<file path="src/rtl/baseline_subtractor.sv">
// baseline_subtractor
//   Estimates the detector noise baseline once the analog front end has
//   settled, then streams every later sample out with that baseline removed.
//
//   Flow: IDLE waits for settle_done. ACQ averages 2^LOG2_N samples into
//   `baseline`. RUN emits in_data - baseline, signed, one cycle after each
//   input sample. recal restarts acquisition. settle_done low drops the
//   block back to IDLE from any state.
//
//   Handshake: in_valid qualifies in_data for exactly the cycle it is high.
//   There is no back-pressure, so a sample can be accepted every cycle.
//   out_valid is a one-cycle strobe qualifying out_data. out_data holds
//   its value between strobes.
//
// Ports
//   clk            system clock, rising edge
//   reset          asynchronous, active-high reset
//   settle_done    level: front end settled
//   recal          one-cycle request to re-acquire the baseline
//   in_valid       qualifies in_data
//   in_data        unsigned ADC sample [DATA_W]
//   out_valid      strobe qualifying out_data
//   out_data       signed in_data - baseline [DATA_W+1]
//   baseline       current baseline estimate [DATA_W]
//   baseline_valid baseline holds a completed estimate
//   acquiring      high while in ACQ
//   fsm_state      debug view of the FSM state (0 IDLE, 1 ACQ, 2 RUN)
module baseline_subtractor #(
  parameter int DATA_W = 12,
  parameter int LOG2_N = 4
) (
  input  logic              clk,
  input  logic              reset,
  input  logic              settle_done,
  input  logic              recal,
  input  logic              in_valid,
  input  logic [DATA_W-1:0] in_data,
  output logic              out_valid,
  output logic [DATA_W:0]   out_data,
  output logic [DATA_W-1:0] baseline,
  output logic              baseline_valid,
  output logic              acquiring,
  output logic [1:0]        fsm_state
);

  localparam int ACC_W = DATA_W + LOG2_N;
  localparam logic [LOG2_N-1:0] LAST_COUNT = '1;

  typedef enum logic [1:0] {
    IDLE = 2'd0,
    ACQ  = 2'd1,
    RUN  = 2'd2
  } state_t;

  state_t            state;
  state_t            state_next;
  logic [ACC_W-1:0]  acc;
  logic [LOG2_N-1:0] count;
  logic [ACC_W-1:0]  acc_sum;
  logic              final_sample;

  // Sum including the current sample. It is used both to accumulate and to
  // load the baseline on the final sample.
  assign acc_sum      = acc + ACC_W'(in_data);
  assign final_sample = in_valid && (count == LAST_COUNT);

  // State register
  always_ff @(posedge clk or posedge reset) begin
    if (reset) begin
      state <= IDLE;
    end else begin
      state <= state_next;
    end
  end

  // Next-state logic. Priority: settle_done low > recal > in_valid.
  always_comb begin
    state_next = state;
    case (state)
      IDLE: begin
        if (settle_done) state_next = ACQ;
      end
      ACQ: begin
        if (!settle_done)      state_next = IDLE;
        else if (recal)        state_next = ACQ;
        else if (final_sample) state_next = RUN;
      end
      RUN: begin
        if (!settle_done) state_next = IDLE;
        else if (recal)   state_next = ACQ;
      end
      default: state_next = IDLE;
    endcase
  end

  // Output logic derived from state
  always_comb begin
    acquiring = (state == ACQ);
    fsm_state = state;
  end

  // Datapath: accumulator, baseline register and corrected output
  always_ff @(posedge clk or posedge reset) begin
    if (reset) begin
      acc            <= '0;
      count          <= '0;
      baseline       <= '0;
      baseline_valid <= 1'b0;
      out_valid      <= 1'b0;
      out_data       <= '0;
    end else begin
      out_valid <= 1'b0;
      case (state)
        IDLE: begin
          // A sample on the entry edge is deliberately not counted.
          if (settle_done) begin
            acc   <= '0;
            count <= '0;
          end
        end
        ACQ: begin
          if (!settle_done || recal) begin
            // Drop the partial sum; any sample on this edge is discarded.
            acc            <= '0;
            count          <= '0;
            baseline_valid <= 1'b0;
          end else if (in_valid) begin
            if (final_sample) begin
              baseline       <= acc_sum[ACC_W-1:LOG2_N];
              baseline_valid <= 1'b1;
              acc            <= '0;
              count          <= '0;
            end else begin
              acc   <= acc_sum;
              count <= count + 1'b1;
            end
          end
        end
        RUN: begin
          if (!settle_done || recal) begin
            // baseline keeps its old value until a new estimate loads.
            acc            <= '0;
            count          <= '0;
            baseline_valid <= 1'b0;
          end else if (in_valid) begin
            out_valid <= 1'b1;
            out_data  <= {1'b0, in_data} - {1'b0, baseline};
          end
        end
        default: begin
          acc   <= '0;
          count <= '0;
        end
      endcase
    end
  end

endmodule

</file>
<file path="config.mk">
export PLATFORM = sky130hd
export DESIGN_NAME = baseline_subtractor
export DESIGN_NICKNAME = d
export VERILOG_FILES = /design/src/rtl/baseline_subtractor.sv
export SDC_FILE = /design/constraint.sdc
export NUM_CORES = 1
export LEC_CHECK = 0
export BUFFER_PORTS_ARGS = -buffer_cell sky130_fd_sc_hd__clkbuf_2
export CAP_MARGIN = 20
export CORE_AREA = 2 2 117 119
export CTS_BUF_LIST = sky130_fd_sc_hd__clkbuf_8 sky130_fd_sc_hd__clkbuf_16
export DETAILED_ROUTE_END_ITERATION = 8
export DIE_AREA = 0 0 119 121
export PLACE_DENSITY = 0.38
export SYNTH_ARGS = -nofsm -noshare
export SYNTH_HDL_FRONTEND = slang
export SYNTH_SLANG_ARGS = --single-unit
</file>
<file path="constraint.sdc">
create_clock -name clk -period 2.6 [get_ports clk]
set_input_delay 0.52 -clock clk [delete_from_list [all_inputs] [get_ports clk]]
set_output_delay 0.52 -clock clk [all_outputs]
set_load 0.02 [all_outputs]
</file>
==> results of run 1 <==
==> cell usage in the layout (no fill, tap or decap), types with 8 or more instances in the layout <==
master,synthesis,routed
sky130_fd_sc_hd__ha_1,29,29
sky130_fd_sc_hd__o21ai_0,29,29
sky130_fd_sc_hd__buf_4,0,20
sky130_fd_sc_hd__dfrtp_1,49,49
sky130_fd_sc_hd__clkbuf_2,1,46
sky130_fd_sc_hd__a21oi_1,21,21
sky130_fd_sc_hd__o21a_1,8,8
sky130_fd_sc_hd__nand2_1,46,46
sky130_fd_sc_hd__inv_1,26,26
sky130_fd_sc_hd__nor2_1,15,15
sky130_fd_sc_hd__nor3_1,10,10
==> final cells by class <==
| type | count | share of cell area [%] |
|---|---|---|
| flip-flops and latches | 49 | 31.0 |
| repair buffers | 67 | 10.1 |
| well taps | 176 | 5.56 |
| clock buffers | 5 | 3.16 |
| multi-input cells | 270 | 47.2 |
| clock inverters | 3 | 0.474 |
| inverters | 26 | 2.47 |
==> state kept, by name, indices dropped and copies added (netlist names) <==
| signal | cells |
|---|---|
| out_data | 13 |
| baseline_valid | 1 |
| fsm_state | 2 |
| acc | 16 |
| out_valid | 1 |
| baseline | 12 |
| count | 4 |
==> power breakdown <==
part / switching (mW) / internal, mW / leakage (nW)
Combinational: 0.415 / 0.283 / 1.14
Clock: 0.312 / 0.354 / 0.0672
Sequential: 0.0417 / 0.814 / 0.656
==> metal layers <==
metal | vias up | routed length (µm) | GRT usage, %
met1 | 1313 | 4430 | 17.9
met5 | - | 0 | 0
met4 | 0 | 62 | 3.57
li1 | 1423 | - | -
met3 | 2 | 297 | 2.91
met2 | 39 | 4000 | 21.0
==> worst paths after layout <==
kind,start,endpoint,slack (ps),cells after the start
worst max-delay path,acc[0],acc[14],220,10
worst min-delay path,reset,out_data[0],240,2
worst max register to register,acc[0],acc[14],220,10
worst min register to register,acc[0],acc[0],480,2
max in group asynchronous,reset,acc[14],1810,3
min in group clk,acc[0],acc[0],480,2
==> logic make-up after synthesis <==
kind of cell | count (synthesis) | synth area share, %
compound gates | 116 | 24.5
xor+xnor | 14 | 3.79
fa+ha+maj | 31 | 12.5
buf+inv | 38 | 4.45
flops | 49 | 37.9
mux | 4 | 1.39
simple gates | 105 | 15.5
==> stage by stage <==
stage / hold slack (ps) / worst slack, ps / util (%)
global route: 286 / 28.1 / 30.2
finish: 241 / 217 / 30.2
global placement: 463 / -69.8 / 29.1
detailed placement: 472 / -108 / 29.1
CTS: 269 / 187 / 30.2
floorplan: 447 / 269 / -
==> worst max-delay path, stage by stage, from the launching register on <==
cell and delay [ps]:
sky130_fd_sc_hd__dfrtp_1 340, sky130_fd_sc_hd__ha_1 160, sky130_fd_sc_hd__inv_1 50, sky130_fd_sc_hd__fa_1 370, sky130_fd_sc_hd__nand2b_1 170, sky130_fd_sc_hd__a21oi_1 250, sky130_fd_sc_hd__o41ai_1 120, sky130_fd_sc_hd__buf_4 150
sky130_fd_sc_hd__a211oi_1 360, sky130_fd_sc_hd__nor3b_1 240, sky130_fd_sc_hd__a21o_1 100
==> reports/results.txt, run 1 <==
The flow ran to the end, and the final reports show no timing, DRC or antenna violations. The ratio of total power to cell area is 561 nW/µm², and the wire length of the first global-routing pass is 14700 µm. For the pin with the worst max-slew slack, the measured transition is 527 ps.

For the final instance area, the log shows 3960 µm². The count of nets left with antenna violations once routing finished came out at 0. In this run the count of I/O pins placed on the die edge is 47.

The hold violation total from the final report is 0, and the overall die width is 119 µm. The height of the chip works out to 121 µm. The number of register bits inferred by synthesis works out to 49.

For the post-cts sizing count, the log shows 0. The synthesis-to-layout area growth is 22.4%, and the post-synthesis area per instance is 9.06 µm². The total of warnings raised by yosys was 0. The tools report the worst-skew pair later-pin latency as 300 ps. Data on the critical path is required at its endpoint by 2840 ps. In the final layout, the multi-input gates occupy 1870 µm². After synthesis, flip-flops and latches occupy 37.9% of the total area. The area after detailed placement is 3810 µm². The number of clock buffers inserted by TritonCTS is 5, and the number of clock sinks seen by CTS is 49. Measured against its own limit, the worst slew margin works out to 64.8%.

The final critical path time including I/O delays and setup was 2380 ps; the net total in the final layout was 467. Counting flops with a built-in enable in the synthesized netlist gives 0. Summing every instance area after synthesis gives 3230 µm². The number of cells after detailed placement was 588; the largest net degree at the start of global routing was 29.

The wire-length estimate of the detail-placed layout is 6930 µm. For the weighted congestion at the end of routability-driven global placement, the log shows 0.778. Counting flops with an async set or reset pin after synthesis yields a share of 100%. The initialized floorplan defines 42 standard-cell rows. For the number of instances in the synthesized netlist, the log shows 357. TritonCTS built the clock tree.

The overflow left after global routing was 0. Area of the core region: 13100 µm². The routed design has 8790 µm of wire. The number of antenna violations at the first check in global routing is 0, and the share of the cycle needed by the critical path after routing is 91.7%. Using the TritonRoute via totals, the vias-per-cell ratio works out to 4.66. Setup total negative slack on the finished layout was measured at 0 ps.

The clock tree synthesis step divided the H-tree into 2 levels. 0 antenna diodes ended up in the layout. The tightest min-delay check is of the primary input to async pin type. The tool flagged a number of max-cap violations equal to 0. The critical path is of the flop to flop type.

Timing would allow up to 420 MHz. Of the cells placed in the final design, the portion with a size suffix greater than 1 is 21.7%. Overall power consumption after layout is estimated at 2.22 mW.

In the global route stage, overall resource usage came out at 13.1%. During placement, the flow inserted port buffers numbering 46. Setup repair after global routing left no endpoint under its margin.

In the post-synthesis netlist, the cell with the most instances is sky130_fd_sc_hd__dfrtp_1. The first routing iteration left 132 violations. The logs give 24.7% for the effective utilization at floorplan and 0.292 mV for the maximum vdd ir drop. The detailed-routing iteration count for the pre-antenna-repair pass was 4. Summed over all instances, the cell type with the most area after synthesis is sky130_fd_sc_hd__dfrtp_1. The die covers 14400 µm². The number of global-route vias before repair was 2817; the clock slew seen by the registers of the worst setup and hold paths was 70 ps. Type of destination of the critical path: a flop. The total number of vias is 2777.

For the total of fill cells in the finished design, the log shows 1384. Synthesized net count: 405. The number of max-slew violations in the final report came out at 0. The tools report the endpoint arrival time on the critical path as 2620 ps. Hold repair after CTS inserted 0 buffers. The analysis attributes to cell leakage a power of 1.86 nW.

The tools report the cell at the root of the clock tree as sky130_fd_sc_hd__clkbuf_16. The worst setup path is launched from a flop. Among all flip-flop cells after synthesis, the most frequent one is sky130_fd_sc_hd__dfrtp_1. The worst clock skew is 8.26 ps. Across the whole layout, storage elements account for 1230 µm². The final routed wire length divided by cell count came out at 14.7 µm. Sorting the synthesized cells by area gives the leading types as sky130_fd_sc_hd__dfrtp_1 (38%), sky130_fd_sc_hd__ha_1 (11%), sky130_fd_sc_hd__nand2_1 (5.3%). Of the post-synthesis cell area, the dominant cell type holds 37.9%. Setup violations remaining at the end of the flow were counted as 0. The critical-path maximum fanout came out at 3. Counting instances in the post-synthesis netlist gives the leading cell types as sky130_fd_sc_hd__dfrtp_1 (49), sky130_fd_sc_hd__nand2_1 (46), sky130_fd_sc_hd__ha_1 (29), sky130_fd_sc_hd__o21ai_0 (29), sky130_fd_sc_hd__inv_1 (26). Post-CTS timing repair inserted 0 buffers for setup. The distinct cell type count of the synthesized netlist was 52.

In this run the deepest clock path goes through 2 buffers. The final non-filler cell total was 596; the remaining design rule violation count was 0.
(Power assumes the default switching activity.)
==> inputs of run 2 (changes only) <==
Settings changed: RECOVER_POWER set to 50.
==> reports/results.txt, run 2 (synthesis gave the netlist of run 1 again) <==
The weighted congestion at the end of routability-driven global placement was 0.778. After the first detailed-routing iteration, the DRC count stood at 142. Final hold analysis gives a worst-case slack of 389 ps. The number of max-slew violations in the final report was 0; the net total in the final layout was 467.

In the final layout, the registers with the most flip-flops are acc: 16 flops, out_data: 13 flops, baseline: 12 flops. The run gives 2763 as the total number of vias. The HPWL after detailed placement is 6930 µm. Counting flops per register, the top entry is acc. For the hold violation total from the final report, the log shows 0. The library cell used most frequently in the layout, excluding fill and tap cells, is sky130_fd_sc_hd__dfrtp_1. Of the available clock period, the critical path in the final layout requires 91.9%. The first global-routing pass estimated 14700 µm of wire. The final routed wire length divided by cell count was 14.8 µm; the worst clock skew was 8.34 ps. In this run, the combinational gates consume 31.3% of the power.

TritonCTS built the clock tree. The internal power of the cells totals 1.45 mW. The number of gates resized after CTS was 0. Of the total power, registers draw 38.6%.

For the pin with the worst max-slew slack, the measured transition is 897 ps. The maximum vdd ir drop was 0.292 mV. STA classifies the critical path startpoint as a flop. The design draws 2.21 mW. During placement, the flow inserted port buffers numbering 46. For the net load switching power, the log shows 768 µW.

The run gives 0 as the remaining design rule violation count. By startpoint and endpoint, the worst setup path is classified as flop to flop. CTS placed an instance of sky130_fd_sc_hd__clkbuf_16 at the clock tree root.

The tools report the count of hold buffers inserted by post-cts repair as 0. Number of clock buffers inserted by TritonCTS: 5. The initialized floorplan defines 42 standard-cell rows. The final worst-path setup slack was 210 ps; the fraction of layout cells with a size suffix above 1 was 18.1%. In this run, the clock network consumes 30.1% of the power. The largest buffer count on any clock path is 2.

The pre-antenna-repair detailed-routing pass consisted of 4 iterations. After floorplanning, the core was sized to cover 13100 µm². After clock tree synthesis, the clock-pin slew on the worst setup and hold paths is 70 ps.

The relative slew slack was 40.1%. The final antenna-violating net count was 0; the synthesis-to-layout area growth was 21.4%. The critical-path maximum fanout was 3. The number of antenna violations at the first check in global routing was 0.

Setup total negative slack on the finished layout was measured at 0 ps. Global routing used 13.1% of the available tracks across all layers. The clock reaches the later pin of the worst-skew pair after 300 ps. Data arrives at the worst endpoint at 2630 ps. The worst setup path is captured at a flop. The run finished with clean final reports. The number of setup buffers added after CTS is 0. The floorplan die area was 14400 µm². In the layout the commonest cells are sky130_fd_sc_hd__dfrtp_1 (49), sky130_fd_sc_hd__nand2_1 (46), sky130_fd_sc_hd__clkbuf_2 (33), sky130_fd_sc_hd__o21ai_0 (29), sky130_fd_sc_hd__ha_1 (29). The number of global-route vias before repair was 2817. The height of the chip was 121 µm; the final non-filler cell total was 596. 47 I/O pins were placed. For the number of clock sinks seen by CTS, the log shows 49. The logs give 0 for the overflow left after global routing and -108 ps for the worst slack at placement.

The static power due to leakage is 1.81 nW, and the number of flip-flops in the largest register is 16. After detailed routing, the total wire length is 8800 µm. Setup repair after global routing left no endpoint under its margin. The worst register-to-register path begins at acc[0]. For this run, the top clock speed supported by timing is 418 MHz.

The min-delay analysis places its worst path in the category primary input to async pin. Dividing the detail-routed via count by the number of cells gives 4.64. The number of cells after detailed placement is 588, and the required time at the worst-slack endpoint is 2840 ps. Across the run, the number of max-cap violations was 0. For the setup violation total in the final timing report, the log shows 0.

The effective utilization at floorplan is 24.7%, and the overall die width is 119 µm. The most critical setup path has its startpoint at acc[0]. The ratio of total power to cell area was 564 nW/µm². The repair_antennas step left the layout with diodes totalling 0. Net switching is 34.7% of the power. For the largest net degree at the start of global routing, the log shows 29. The final critical path time including I/O delays and setup works out to 2390 ps. CTS H-tree depth: 2.
-- run 2: per-layer routing --
| layer | track usage (%) | vias to the layer above | part of all wire (%) |
|---|---|---|---|
| met5 | 0 | - | 0 |
| met1 | 17.9 | 1298 | 50 |
| met3 | 2.91 | 2 | 3.4 |
| li1 | - | 1423 | - |
| met4 | 3.57 | 0 | 0.70 |
| met2 | 21.0 | 40 | 45 |
-- run 2: through the flow --
step,cell area [µm²],util [%]
after global placement,3810,29.1
after detailed placement,3810,29.1
final,3930,30.0
after CTS,3960,30.2
after floorplan,3230,-
after global routing,3930,30.0
-- run 2: worst max-delay path: stages, from the launching register on --
cell,delay [ps]
sky130_fd_sc_hd__dfrtp_1,340
sky130_fd_sc_hd__ha_1,160
sky130_fd_sc_hd__inv_1,50
sky130_fd_sc_hd__fa_1,370
sky130_fd_sc_hd__nand2b_1,170
sky130_fd_sc_hd__a21oi_1,250
sky130_fd_sc_hd__o41ai_1,120
sky130_fd_sc_hd__buf_4,150
sky130_fd_sc_hd__a211oi_1,360
sky130_fd_sc_hd__nor3b_1,240
sky130_fd_sc_hd__a21o_1,100
-- run 2: final cells by class --
type	count	area (µm²)
sequential	49	1230
timing repair buffer	67	368
inverter	26	97.6
clock inverter	3	18.8
fill	1394	9160
clock buffer	5	125
tap	176	220
multi-input combinational	270	1870
-- run 2: final timing paths --
path,end,slack [ps],depth (start not counted)
max,acc[14],210,10
min reg2reg,acc[0],480,2
max in group asynchronous,acc[14],940,3
min,out_data[0],390,2
max reg2reg,acc[14],210,10
min in group clk,acc[0],480,2
-- run 2: power by group through the flow --
stage                     registers (mW)  clock network [mW]  logic, mW
after floorplan                    0.879                   0      0.452
after global placement             0.870                   0      0.709
after detailed placement           0.870                   0      0.707
after CTS                          0.857               0.696      0.711
after global routing               0.866               0.730      0.786
final                              0.856               0.666      0.693
==> inputs of run 3 (changes only) <==
Settings changed: PLACE_DENSITY 0.38 to 0.5.
Clock period 2.6 ns to 2 ns, I/O delays scaled along.
==> reports/results.txt, run 3 (synthesis gave the netlist of run 1 again) <==
The startpoint identified for the worst register-to-register timing path is baseline[0]. Wire length of the first global-routing pass: 15200 µm. The number of antenna violations at the first check in global routing is 0. For the maximum vdd ir drop, the log shows 0.430 mV. The net total in the final layout is 514, and the synthesis-to-layout area growth is 41.4%. The tools report the number of clock sinks seen by CTS as 49.

Setup violations remaining at the end of the flow were counted as 4. The half-perimeter wire length after placement is 7060 µm, and the number of clock buffers inserted by TritonCTS is 5. The top routing layer in use is met4. The cell at the root of the clock tree was sky130_fd_sc_hd__clkbuf_16. The overall die width was 119 µm.

The fraction of layout cells with a size suffix above 1 came out at 36.0%. The library cell used most frequently in the layout, excluding fill and tap cells, is sky130_fd_sc_hd__buf_4. In this run the vertical extent of the chip is 121 µm.

The wire length the detailed router placed on met1 was 4480 µm; the worst-skew pair later-pin latency was 300 ps. Power comes to 3.25 mW. The tools report the number of global-route vias before repair as 3001.

The run gives 42 as the floorplan row count. Entering global routing, the biggest net connects 39 pins. For this block, the initial DRC count from the detailed router was 123. The path type of the worst setup path was flop to flop.

The maximum clock frequency was 491 MHz. The largest registers in the layout are acc: 16 flops, out_data: 13 flops, baseline: 12 flops. After clock tree synthesis, the flow added hold-fix buffers numbering 0. The floorplan step defined a die boundary enclosing 14400 µm². Critical-path maximum fanout: 2.

After detailed routing, the number of vias per cell comes to 4.61. The path class of the tightest hold or removal check is primary input to async pin. The actual slew at the worst max-slew pin was 1010 ps; the endpoint arrival time on the critical path was 2220 ps. The effective utilization at floorplan is 24.7%. For the number of max-slew violations in the final report, the log shows 0. The number of cells after detailed placement is 631.

For the final worst-path setup slack, the log shows -37.9 ps. The tools report the slack of the worst reg-to-reg path as -40 ps. The register bank with the most flops was acc. The tools report the met2 wirelength from detailed routing as 4330 µm. The checks that failed: setup timing.

Setup repair after global routing could not meet its margin everywhere. The remaining design rule violation count came out at 0. In this run the worst setup path begins at baseline[0]. For the worst clock skew, the log shows 8.07 ps. The run gives 4200 µm² as the area after detailed placement.

The tools report the required time at the worst-slack endpoint as 2180 ps. Detailed routing placed a total of 238 µm of wire on met3. The flow ran to the end, but the final reports show violations. Measured against its own limit, the worst slew margin works out to 32.7%.

TritonCTS built the clock tree. The register with the most flip-flops in the layout has 16 of them. The cell count of the worst reg-to-reg path was 8.

After floorplanning, the core was sized to cover 13100 µm². The final routed wire length divided by cell count came out at 14.2 µm. In this run the static leakage power is 2.13 nW. OpenSTA, run right after detailed placement, puts the worst setup slack at -323 ps.

The run gives 0 as the hold violation total from the final report. The final non-filler cell total came out at 643. For this block, the via count after detailed routing is 2963. During placement, the flow inserted port buffers numbering 46. Startpoint type of the worst setup path: a flop. Dividing total power by cell area gives a power density of 711 nW/µm².

The total of fill cells in the finished design was 1361; the I/O pin count was 47. The number of max-capacitance violations reported came out at 0. Leaving out fill and tap cells, the most frequent cells in the layout are sky130_fd_sc_hd__buf_4 (66), sky130_fd_sc_hd__nand2_1 (46), sky130_fd_sc_hd__dfrtp_1 (46), sky130_fd_sc_hd__clkbuf_2 (42), sky130_fd_sc_hd__inv_1 (24).

Clock-pin slew was measured on the worst setup and hold paths at 70 ps. The clock tree synthesis step divided the H-tree into 2 levels. The final wirelength came out at 9150 µm.

The logs give 0 for the overflow left after global routing and 4 for the detailed-routing iteration count for the pre-antenna-repair pass. The worst setup path is captured at a flop. The reg-to-reg critical path endpoint was out_data[12]. Once layout is done, the placed cells without fillers occupy 4570 µm². Cells fill 34.9% of the core in the end. Global routing used 13.3% of the available tracks.

The final antenna-violating net count was 0; the count of antenna diodes in the layout was 0. The share of the cycle needed by the critical path after routing is 102%. After layout, the minimum clock period comes to 2040 ps.

For the largest buffer count on any clock path, the log shows 2. The tools report the weighted congestion at the end of routability-driven global placement as 0.869.
run 3: worst max path at each step:
stage,endpoint,slack (ps),cells past startpoint
floorplan,acc[14],-60,9
global placement,out_data[12],-270,10
detailed placement,out_data[12],-320,10
CTS,out_data[12],-80,8
global route,out_data[12],-150,8
finish,out_data[12],-40,8
run 3: power breakdown:
| group | total (mW) | internal [mW] | switching [mW] |
|---|---|---|---|
| combinational | 1.12 | 0.506 | 0.615 |
| sequential | 1.12 | 1.06 | 0.0598 |
| clock | 1.01 | 0.621 | 0.388 |
run 3: area by class of cell:
| cell class | instances | area [µm²] | area share (%) |
|---|---|---|---|
| clock buffer | 6 | 139 | 3.04 |
| clock inverter | 2 | 33.8 | 0.739 |
| timing repair buffer | 114 | 736 | 16.1 |
| multi-input combinational | 270 | 2110 | 46.3 |
| inverter | 26 | 97.6 | 2.14 |
| sequential | 49 | 1230 | 26.9 |
| tap | 176 | 220 | 4.82 |
run 3: per-layer routing:
| layer | track usage [%] | vias to the layer above |
|---|---|---|
| li1 | - | 1511 |
| met2 | 21.1 | 32 |
| met1 | 18.4 | 1412 |
| met3 | 2.44 | 8 |
| met4 | 3.79 | 0 |
| met5 | 0 | - |
run 3: repair_timing:
action | CTS | global route
resized for setup | 17 | 21
pin swaps | 7 | 22
buffers inserted | 1 | 5
gates cloned | 0 | 0
endpoints found under the setup margin | 18 | 26
run 3: worst max-delay path, cell delays in order (launching register included):
cell	delay (ps)
sky130_fd_sc_hd__dfrtp_2	430
sky130_fd_sc_hd__ha_4	170
sky130_fd_sc_hd__fa_2	420
sky130_fd_sc_hd__nor2b_4	120
sky130_fd_sc_hd__o31a_1	190
sky130_fd_sc_hd__o41ai_4	90
sky130_fd_sc_hd__o21ai_2	180
sky130_fd_sc_hd__a2111oi_2	90
sky130_fd_sc_hd__a211o_1	230
run 3: through the flow:
| stage | hold slack (ps) | TNS, ps |
|---|---|---|
| floorplan | 447 | -161 |
| detailed placement | 340 | -4530 |
| finish | 70.3 | -92.9 |
| global route | 127 | -1330 |
| global placement | 336 | -3890 |
| CTS | 20.1 | -112 |
